**src/rtl/uart_fifo_tx_if.sv**
```systemverilog
// Read-side bundle between a first-word-fall-through FIFO and its consumer.
// master = FIFO side, slave = UART transmit engine.
interface uart_fifo_tx_if #(
    parameter int DATA_WIDTH = 8
);
    logic                  fifo_empty;
    logic [DATA_WIDTH-1:0] fifo_data;
    logic                  fifo_deQ;

    modport master (
        output fifo_empty,
        output fifo_data,
        input  fifo_deQ
    );

    modport slave (
        input  fifo_empty,
        input  fifo_data,
        output fifo_deQ
    );
endinterface

```
**src/rtl/uart_fifo_tx.sv**
```systemverilog
// UART transmit engine draining a FWFT FIFO onto a single serial line.
// Frame: start, DATA_WIDTH bits LSB first, optional parity, STOP_BITS stops.
module uart_fifo_tx #(
    parameter int DATA_WIDTH = 8,
    parameter int BAUD_DIV   = 868,
    parameter int CNT_WIDTH  = 16,
    parameter int PARITY     = 0,
    parameter int STOP_BITS  = 1
) (
    input  logic            clock,
    input  logic            reset,
    input  logic            enable,
    uart_fifo_tx_if.slave   fifo,
    output logic            tx,
    output logic            busy
);
    typedef enum logic [2:0] {
        IDLE,
        START,
        DATA,
        PAR,
        STOP
    } state_t;

    localparam int IW = $clog2(DATA_WIDTH + 1);
    localparam logic [CNT_WIDTH-1:0] CNT_LAST  = CNT_WIDTH'(BAUD_DIV - 1);
    localparam logic [IW-1:0]        IDX_LAST  = IW'(DATA_WIDTH - 1);
    localparam logic [IW-1:0]        STOP_LAST = IW'(STOP_BITS - 1);

    state_t                state;
    logic [CNT_WIDTH-1:0]  baud_cnt;
    logic [IW-1:0]         bit_idx;
    logic [DATA_WIDTH-1:0] shreg;
    logic                  par_bit;
    logic                  pop;
    logic                  tick;

    // Pop only from IDLE; reset gating keeps the strobe low during reset.
    assign pop  = reset & (state == IDLE) & enable & ~fifo.fifo_empty;
    assign tick = (baud_cnt == CNT_LAST);
    assign fifo.fifo_deQ = pop;

    // Frame sequencer; tx carries the value of the state being entered.
    always_ff @(posedge clock or negedge reset) begin
        if (!reset) begin
            state    <= IDLE;
            tx       <= 1'b1;
            busy     <= 1'b0;
            baud_cnt <= '0;
            bit_idx  <= '0;
            shreg    <= '0;
            par_bit  <= 1'b0;
        end else begin
            unique case (state)
                IDLE: begin
                    tx <= 1'b1;
                    if (pop) begin
                        shreg    <= fifo.fifo_data;
                        par_bit  <= (PARITY == 1) ? ~^fifo.fifo_data
                                                  : ^fifo.fifo_data;
                        state    <= START;
                        busy     <= 1'b1;
                        baud_cnt <= '0;
                        tx       <= 1'b0;
                    end
                end
                START: begin
                    if (tick) begin
                        baud_cnt <= '0;
                        bit_idx  <= '0;
                        state    <= DATA;
                        tx       <= shreg[0];
                    end else begin
                        baud_cnt <= baud_cnt + CNT_WIDTH'(1);
                    end
                end
                DATA: begin
                    if (tick) begin
                        baud_cnt <= '0;
                        shreg    <= shreg >> 1;
                        if (bit_idx == IDX_LAST) begin
                            bit_idx <= '0;
                            if (PARITY != 0) begin
                                state <= PAR;
                                tx    <= par_bit;
                            end else begin
                                state <= STOP;
                                tx    <= 1'b1;
                            end
                        end else begin
                            bit_idx <= bit_idx + IW'(1);
                            tx      <= shreg[1];
                        end
                    end else begin
                        baud_cnt <= baud_cnt + CNT_WIDTH'(1);
                    end
                end
                PAR: begin
                    if (tick) begin
                        baud_cnt <= '0;
                        bit_idx  <= '0;
                        state    <= STOP;
                        tx       <= 1'b1;
                    end else begin
                        baud_cnt <= baud_cnt + CNT_WIDTH'(1);
                    end
                end
                STOP: begin
                    tx <= 1'b1;
                    if (tick) begin
                        baud_cnt <= '0;
                        if (bit_idx == STOP_LAST) begin
                            bit_idx <= '0;
                            state   <= IDLE;
                            busy    <= 1'b0;
                        end else begin
                            bit_idx <= bit_idx + IW'(1);
                        end
                    end else begin
                        baud_cnt <= baud_cnt + CNT_WIDTH'(1);
                    end
                end
                default: begin
                    state <= IDLE;
                    tx    <= 1'b1;
                    busy  <= 1'b0;
                end
            endcase
        end
    end
endmodule

```
**src/flat_wrapper.sv**
```systemverilog
// flat-port wrapper written by rule: the top's interface ports become plain ports
module uart_fifo_tx_flat 
#(
    parameter int DATA_WIDTH = 8,
    parameter int BAUD_DIV   = 868,
    parameter int CNT_WIDTH  = 16,
    parameter int PARITY     = 0,
    parameter int STOP_BITS  = 1
)
  (clock, reset, enable, tx, busy, fifo_fifo_empty, fifo_fifo_data, fifo_fifo_deQ);
  uart_fifo_tx_if #(.DATA_WIDTH(DATA_WIDTH)) fifo_i ();
  input  logic clock;
  input  logic reset;
  input  logic enable;
  output logic tx;
  output logic busy;
  input wire logic [$bits(fifo_i.fifo_empty)-1:0] fifo_fifo_empty;
  input wire logic [$bits(fifo_i.fifo_data)-1:0] fifo_fifo_data;
  output wire logic [$bits(fifo_i.fifo_deQ)-1:0] fifo_fifo_deQ;
  assign fifo_i.fifo_empty = fifo_fifo_empty;
  assign fifo_i.fifo_data = fifo_fifo_data;
  assign fifo_fifo_deQ = fifo_i.fifo_deQ;
  uart_fifo_tx #(.DATA_WIDTH(DATA_WIDTH), .BAUD_DIV(BAUD_DIV), .CNT_WIDTH(CNT_WIDTH), .PARITY(PARITY), .STOP_BITS(STOP_BITS)) u_core (.clock(clock), .reset(reset), .enable(enable), .fifo(fifo_i), .tx(tx), .busy(busy));
endmodule
```
**config.mk**
```make
export PLATFORM = sky130hd
export DESIGN_NAME = uart_fifo_tx_flat
export DESIGN_NICKNAME = d
export VERILOG_FILES = /design/src/rtl/uart_fifo_tx_if.sv /design/src/rtl/uart_fifo_tx.sv /design/src/flat_wrapper.sv
export SDC_FILE = /design/constraint.sdc
export NUM_CORES = 1
export LEC_CHECK = 0
export BUFFER_PORTS_ARGS = -buffer_cell sky130_fd_sc_hd__clkbuf_2
export CAP_MARGIN = 20
export CORE_MARGIN = 2
export CORE_UTILIZATION = 35
export CTS_CLUSTER_DIAMETER = 40
export DETAILED_ROUTE_END_ITERATION = 7
export PLACE_DENSITY = 0.57
export SLEW_MARGIN = 10
export SYNTH_ARGS = -nofsm -noshare
export SYNTH_HDL_FRONTEND = slang
export SYNTH_SLANG_ARGS = --single-unit
```
**constraint.sdc**
```tcl
create_clock -name clock -period 2.3 [get_ports clock]
set_input_delay 0.345 -clock clock [delete_from_list [all_inputs] [get_ports clock]]
set_output_delay 0.345 -clock clock [all_outputs]
set_load 0.02 [all_outputs]
```
==> results of run 1 <==
cell families (layout without fill, tap and decap cells):
family	Yosys count	after routing	synth area share, %
XOR/XNOR	1	1	0.422
adder cells (fa/ha/maj)	3	3	1.81
flip-flops	33	33	39.8
buffers and inverters	27	43	6.33
AO/OA/AOI/OAI	59	59	20.5
multiplexers	16	16	8.62
AND/OR/NAND/NOR	78	78	22.5
cell usage in the layout (no fill, tap or decap), types with 7 or more instances in the layout:
cell type,netlist,layout
a31oi_1,11,11
buf_4,2,7
clkbuf_2,0,14
dfrtp_1,32,32
inv_1,14,14
mux2_1,7,7
mux2_2,8,8
nand2_1,13,13
nand3_1,14,14
nor2_1,8,8
o21ai_0,11,11
stage by stage:
stage / hold slack [ps] / util [%] / instances / instance area (µm²)
5_1_grt: 231 / 40.4 / 308 / 2350
3_5_place_dp: 469 / 38.1 / 300 / 2210
6_report: 171 / 40.4 / 308 / 2350
4_1_cts: 200 / 40.4 / 308 / 2350
2_1_floorplan: 49.4 / - / 217 / 2080
3_3_place_gp: 462 / 38.1 / 300 / 2210
area by class of cell:
type	count	area, µm²
multi-input cells	157	1120
flip-flops and latches	33	827
repair buffers	21	123
clock buffers	5	68.8
clock inverters	3	65.1
fillers	602	3460
inverters	14	52.6
well taps	75	93.8
sequential cells by signal (all words and copies together) (netlist names):
signal and count:
u_core.bit_idx 4, u_core.state 3, u_core.tx 1, u_core.shreg 8, u_core.baud_cnt 16, u_core.busy 1
power by group:
part | switching (mW) | internal (mW) | total, mW
sequential | 0.200 | 0.766 | 0.966
clock | 0.234 | 0.431 | 0.665
combinational | 0.288 | 0.250 | 0.538
final timing paths:
check,startpoint,endpoint,slack [ps],cells past startpoint
setup / recovery,u_core.state[0],fifo_fifo_deQ,180,3
hold / removal,reset,u_core.state[1],170,2
setup reg to reg,u_core.state[0],u_core.shreg[4],230,4
hold reg to reg,u_core.shreg[6],u_core.shreg[6],480,1
max in group asynchronous,reset,u_core.tx,1800,2
min in group clock,fifo_fifo_data[7],u_core.shreg[7],260,3
routing by layer:
layer	GRT usage [%]	vias to the layer above	share of wire, %
met5	0	-	0
li1	-	859	-
met2	22.2	38	43
met3	3.33	9	4.3
met1	24.6	875	51
met4	6.78	0	1.6
worst max-delay path, delay by kind of cell, from the launching register on:
family        cells  cell delay (ps)
simple gates      2              760
buf+inv           1              210
flops             1              520
what timing repair did:
action / in CTS / in global routing
setup endpoints to repair: 0 / 3
gates resized for setup: 0 / 1
hold buffers: 0 / 0
==> results.yml, run 1 <==
timing:
  slew_violations: 0
  hold_violations: 0
  slew_headroom_pct: 47.3
  max_freq_mhz: 471
  fin_skew_ps: 11.3
  tns_ps: 0
  tightestPinTransition_ps: 789
  layout_min_cycle_time_ps: 2120
  rsz0062_at_grt: "no"
  setup_viol: 0
  setup_slack_ps: 177
  finalCritPeriodShare_pct: 92.3
yosys:
  yosysSeqAreaShare_pct: 39.8
  synth_seq_cells: 33
  synth_cell_types: 51
  postSynthAreaPerCell_um2: 9.57
  ys_async_sr_fraction_pct: 100
  netlist_instances: 217
  synth.area.top_cells: "dfrtp_1 39%, mux2_2 4.3%, mux2_1 3.8%, nand3_1 3.4%, a31oi_1 3.3%"
  yosys_most_used_dff: "dfrtp_1"
  synth.top_cell.area_share_pct: 38.6
  yosys-top-cells-count: "32 x dfrtp_1, 14 x inv_1, 14 x nand3_1"
  yosysWarnings: 0
  yosysMostFrequentCell: "dfrtp_1"
  synth_area_um2: 2080
  synth_top_cell_by_area: "dfrtp_1"
  synth_edf_count: 0
  syn_nets: 232
die:
  start_util_pct: 35.7
  core-area_um2: 5820
  dieArea_um2: 6560
  rows: 28
  ios: 15
  die_y_um: 81.0
  die_x_um: 81.0
clocking:
  cts-buffers-inserted: 5
  clock_sinks: 33
  post_cts_buffers: 0
  htree_levels: 2
  clkTransAtPathRegs_ps: 80
  clockBufferDepth: 2
  cts-root-buf: "clkbuf_8"
  cts_tree: "built"
  clk_latency_ps: 290
power_and_ir_drop:
  p_leak_nw: 0.997
  power_density_nw_per_um2: 923
  power.ir.vdd_worst_uv: 400
  fin_total_pwr_mw: 2.17
cells_and_area:
  n_antenna_cell: 0
  syn2layout_area_growth_pct: 13.3
  drive_gt1_share_pct: 20.2
  fin_nets: 247
place:
  pre_cts_ws_ps: 144
  port_buffers: 14
  dpl.hpwl_um: 3310
  gp_congestion: 0.774
global_routing:
  grt-ovfl-total: 0
  grt_pass1_vias: 1644
  grt_usage_pct: 16.3
  antenna_found_initial: 0
  grt_pass1_wl_um: 8130
  grt_start_max_net_pins: 34
job:
  maxCapViolations: 0
worst_hold_path:
  hp-class: "in2async"
detailed_routing:
  ant_nets: 0
  routed-via-count: 1781
  wire_per_inst_um: 15.6
  detail_route.first_pass.iterations: 4
  route.detailed.drc: 0
  drtIter0Drc: 141
  totalWireLength_um: 4800
  via_per_inst: 5.78
critical_path:
  path_cells: "or3_1 -> nor2_2 -> clkbuf_2"
  crit_type: "reg2out"
  slowest_stage: "dfrtp_1"
  cp-end-kind: "output port"
  critPathMaxStageDelay_ps: 520
  critPathRequiredTime_ps: 1960
  cp-start-kind: "flip-flop"
  cp_max_fo: 14
  crit_arrival_ps: 1780
outcome:
  outcome: "complete, no violations"
Note: power is estimated with default switching activity, not from simulation.
==> run 2: changes to the inputs <==
--- a/config.mk
+++ b/config.mk
@@ -7,6 +7,7 @@
 export LEC_CHECK = 0
 export BUFFER_PORTS_ARGS = -buffer_cell sky130_fd_sc_hd__clkbuf_2
 export CAP_MARGIN = 20
+export CORE_ASPECT_RATIO = 0.8
 export CORE_MARGIN = 2
 export CORE_UTILIZATION = 35
 export CTS_CLUSTER_DIAMETER = 40
==> results.yml, run 2 (synthesized netlist as in run 1, its figures left out) <==
cells_and_area:
  instances_no_fill: 314
  syn2layout_area_growth_pct: 12.6
  largest-register: "u_core.baud_cnt"
  design_area_um2: 2340
  n_antenna_cell: 0
  fin_nets: 247
  largest_register_ffs: 16
  reg.largest.list: "u_core.baud_cnt x16, u_core.shreg x8, u_core.bit_idx x4"
  final_cell_mix: "32 x dfrtp_1, 14 x inv_1, 14 x nand3_1, 14 x clkbuf_2, 13 x nand2_1"
  final_common_cell: "dfrtp_1"
  drive_gt1_share_pct: 19.3
detailed_routing:
  via_per_inst: 5.48
  detail_route.first_pass.iterations: 4
  wire_per_inst_um: 15.1
  ant_nets: 0
  totalWireLength_um: 4730
  route.detailed.drc: 0
  routed-via-count: 1720
  drtIter0Drc: 94
timing:
  rsz0062_at_grt: "no"
  setup_viol: 0
  hold_violations: 0
  finalCritPeriodShare_pct: 93.0
  max_freq_mhz: 468
  tns_ps: 0
  slew_headroom_pct: 37.3
  fin_skew_ps: 11.0
  setup_slack_ps: 162
  layout_min_cycle_time_ps: 2140
  tightestPinTransition_ps: 941
  slew_violations: 0
place:
  postPlaceCellArea_um2: 2220
  dpl.hpwl_um: 3290
  gp_congestion: 0.802
  pre_cts_ws_ps: 243
  port_buffers: 14
  place_inst: 306
critical_path:
  cp_max_fo: 13
  crit_arrival_ps: 1790
  crit_type: "reg2out"
  cp-start-kind: "flip-flop"
  cp-end-kind: "output port"
  critPathRequiredTime_ps: 1960
global_routing:
  antenna_found_initial: 0
  grt_usage_pct: 15.8
  grt-ovfl-total: 0
  grt_pass1_wl_um: 8240
  grt_pass1_vias: 1593
  grt_start_max_net_pins: 34
die:
  die_x_um: 90.1
  dieArea_um2: 6570
  ios: 15
  rows: 25
  die_y_um: 72.9
  start_util_pct: 35.7
  core-area_um2: 5820
clocking:
  htree_levels: 2
  holdBufCountCts: 0
  cts_tree: "built"
  clkTransAtPathRegs_ps: 70
  post_cts_resized: 0
  clock_sinks: 33
  clockBufferDepth: 2
  cts-root-buf: "clkbuf_8"
  clk_latency_ps: 290
  cts-buffers-inserted: 5
  post_cts_buffers: 0
worst_hold_path:
  hp-class: "in2async"
power_and_ir_drop:
  power_density_nw_per_um2: 890
  power.ir.vdd_worst_uv: 284
  p_leak_nw: 0.986
job:
  maxCapViolations: 0
outcome:
  outcome: "complete, no violations"
## run 2: final cells by class
type	count	area (µm²)
Fill cell	593	3480
Clock inverter	1	30.0
Multi-Input combinational cell	157	1120
Sequential cell	33	827
Clock buffer	7	86.3
Inverter	14	52.6
Timing Repair Buffer	21	123
Tap cell	81	101
## run 2: power breakdown
part / switching [mW] / total, mW / internal [mW]
registers: 0.199 / 0.965 / 0.767
clock network: 0.215 / 0.568 / 0.353
logic: 0.296 / 0.546 / 0.250
## run 2: final timing paths
| kind | cells past startpoint | from | slack [ps] | endpoint |
|---|---|---|---|---|
| setup / recovery | 4 | u_core.state[1] | 160 | fifo_fifo_deQ |
| max in group asynchronous | 2 | reset | 1790 | u_core.tx |
| min in group clock | 3 | fifo_fifo_data[7] | 270 | u_core.shreg[7] |
| setup reg to reg | 4 | u_core.state[0] | 200 | u_core.baud_cnt[15] |
| hold / removal | 2 | reset | 150 | u_core.baud_cnt[9] |
| hold reg to reg | 1 | u_core.busy | 480 | u_core.busy |
## run 2: critical path, stage by stage, from the launching register on
cell and delay [ps]:
dfrtp_1 500, or3_1 530, nor2_2 170, buf_4 150
clkbuf_2 160
## run 2: stage by stage
| step | util [%] | hold WS, ps | power (mW) |
|---|---|---|---|
| 6_report | 40.2 | 150 | 2.08 |
| 5_1_grt | 40.2 | 209 | 2.23 |
| 4_1_cts | 40.2 | 193 | 2.09 |
| 3_5_place_dp | 38.2 | 467 | 1.52 |
| 3_3_place_gp | 38.2 | 464 | 1.52 |
| 2_1_floorplan | - | 49.4 | 1.37 |
## run 2: per-layer routing
layer / wire (µm) / global-route usage (%) / vias to the layer above
li1: - / - / 855
met1: 2570 / 23.6 / 825
met2: 1890 / 21.7 / 33
met3: 189 / 3.62 / 7
met4: 83 / 7.01 / 0
met5: 0 / 0 / -
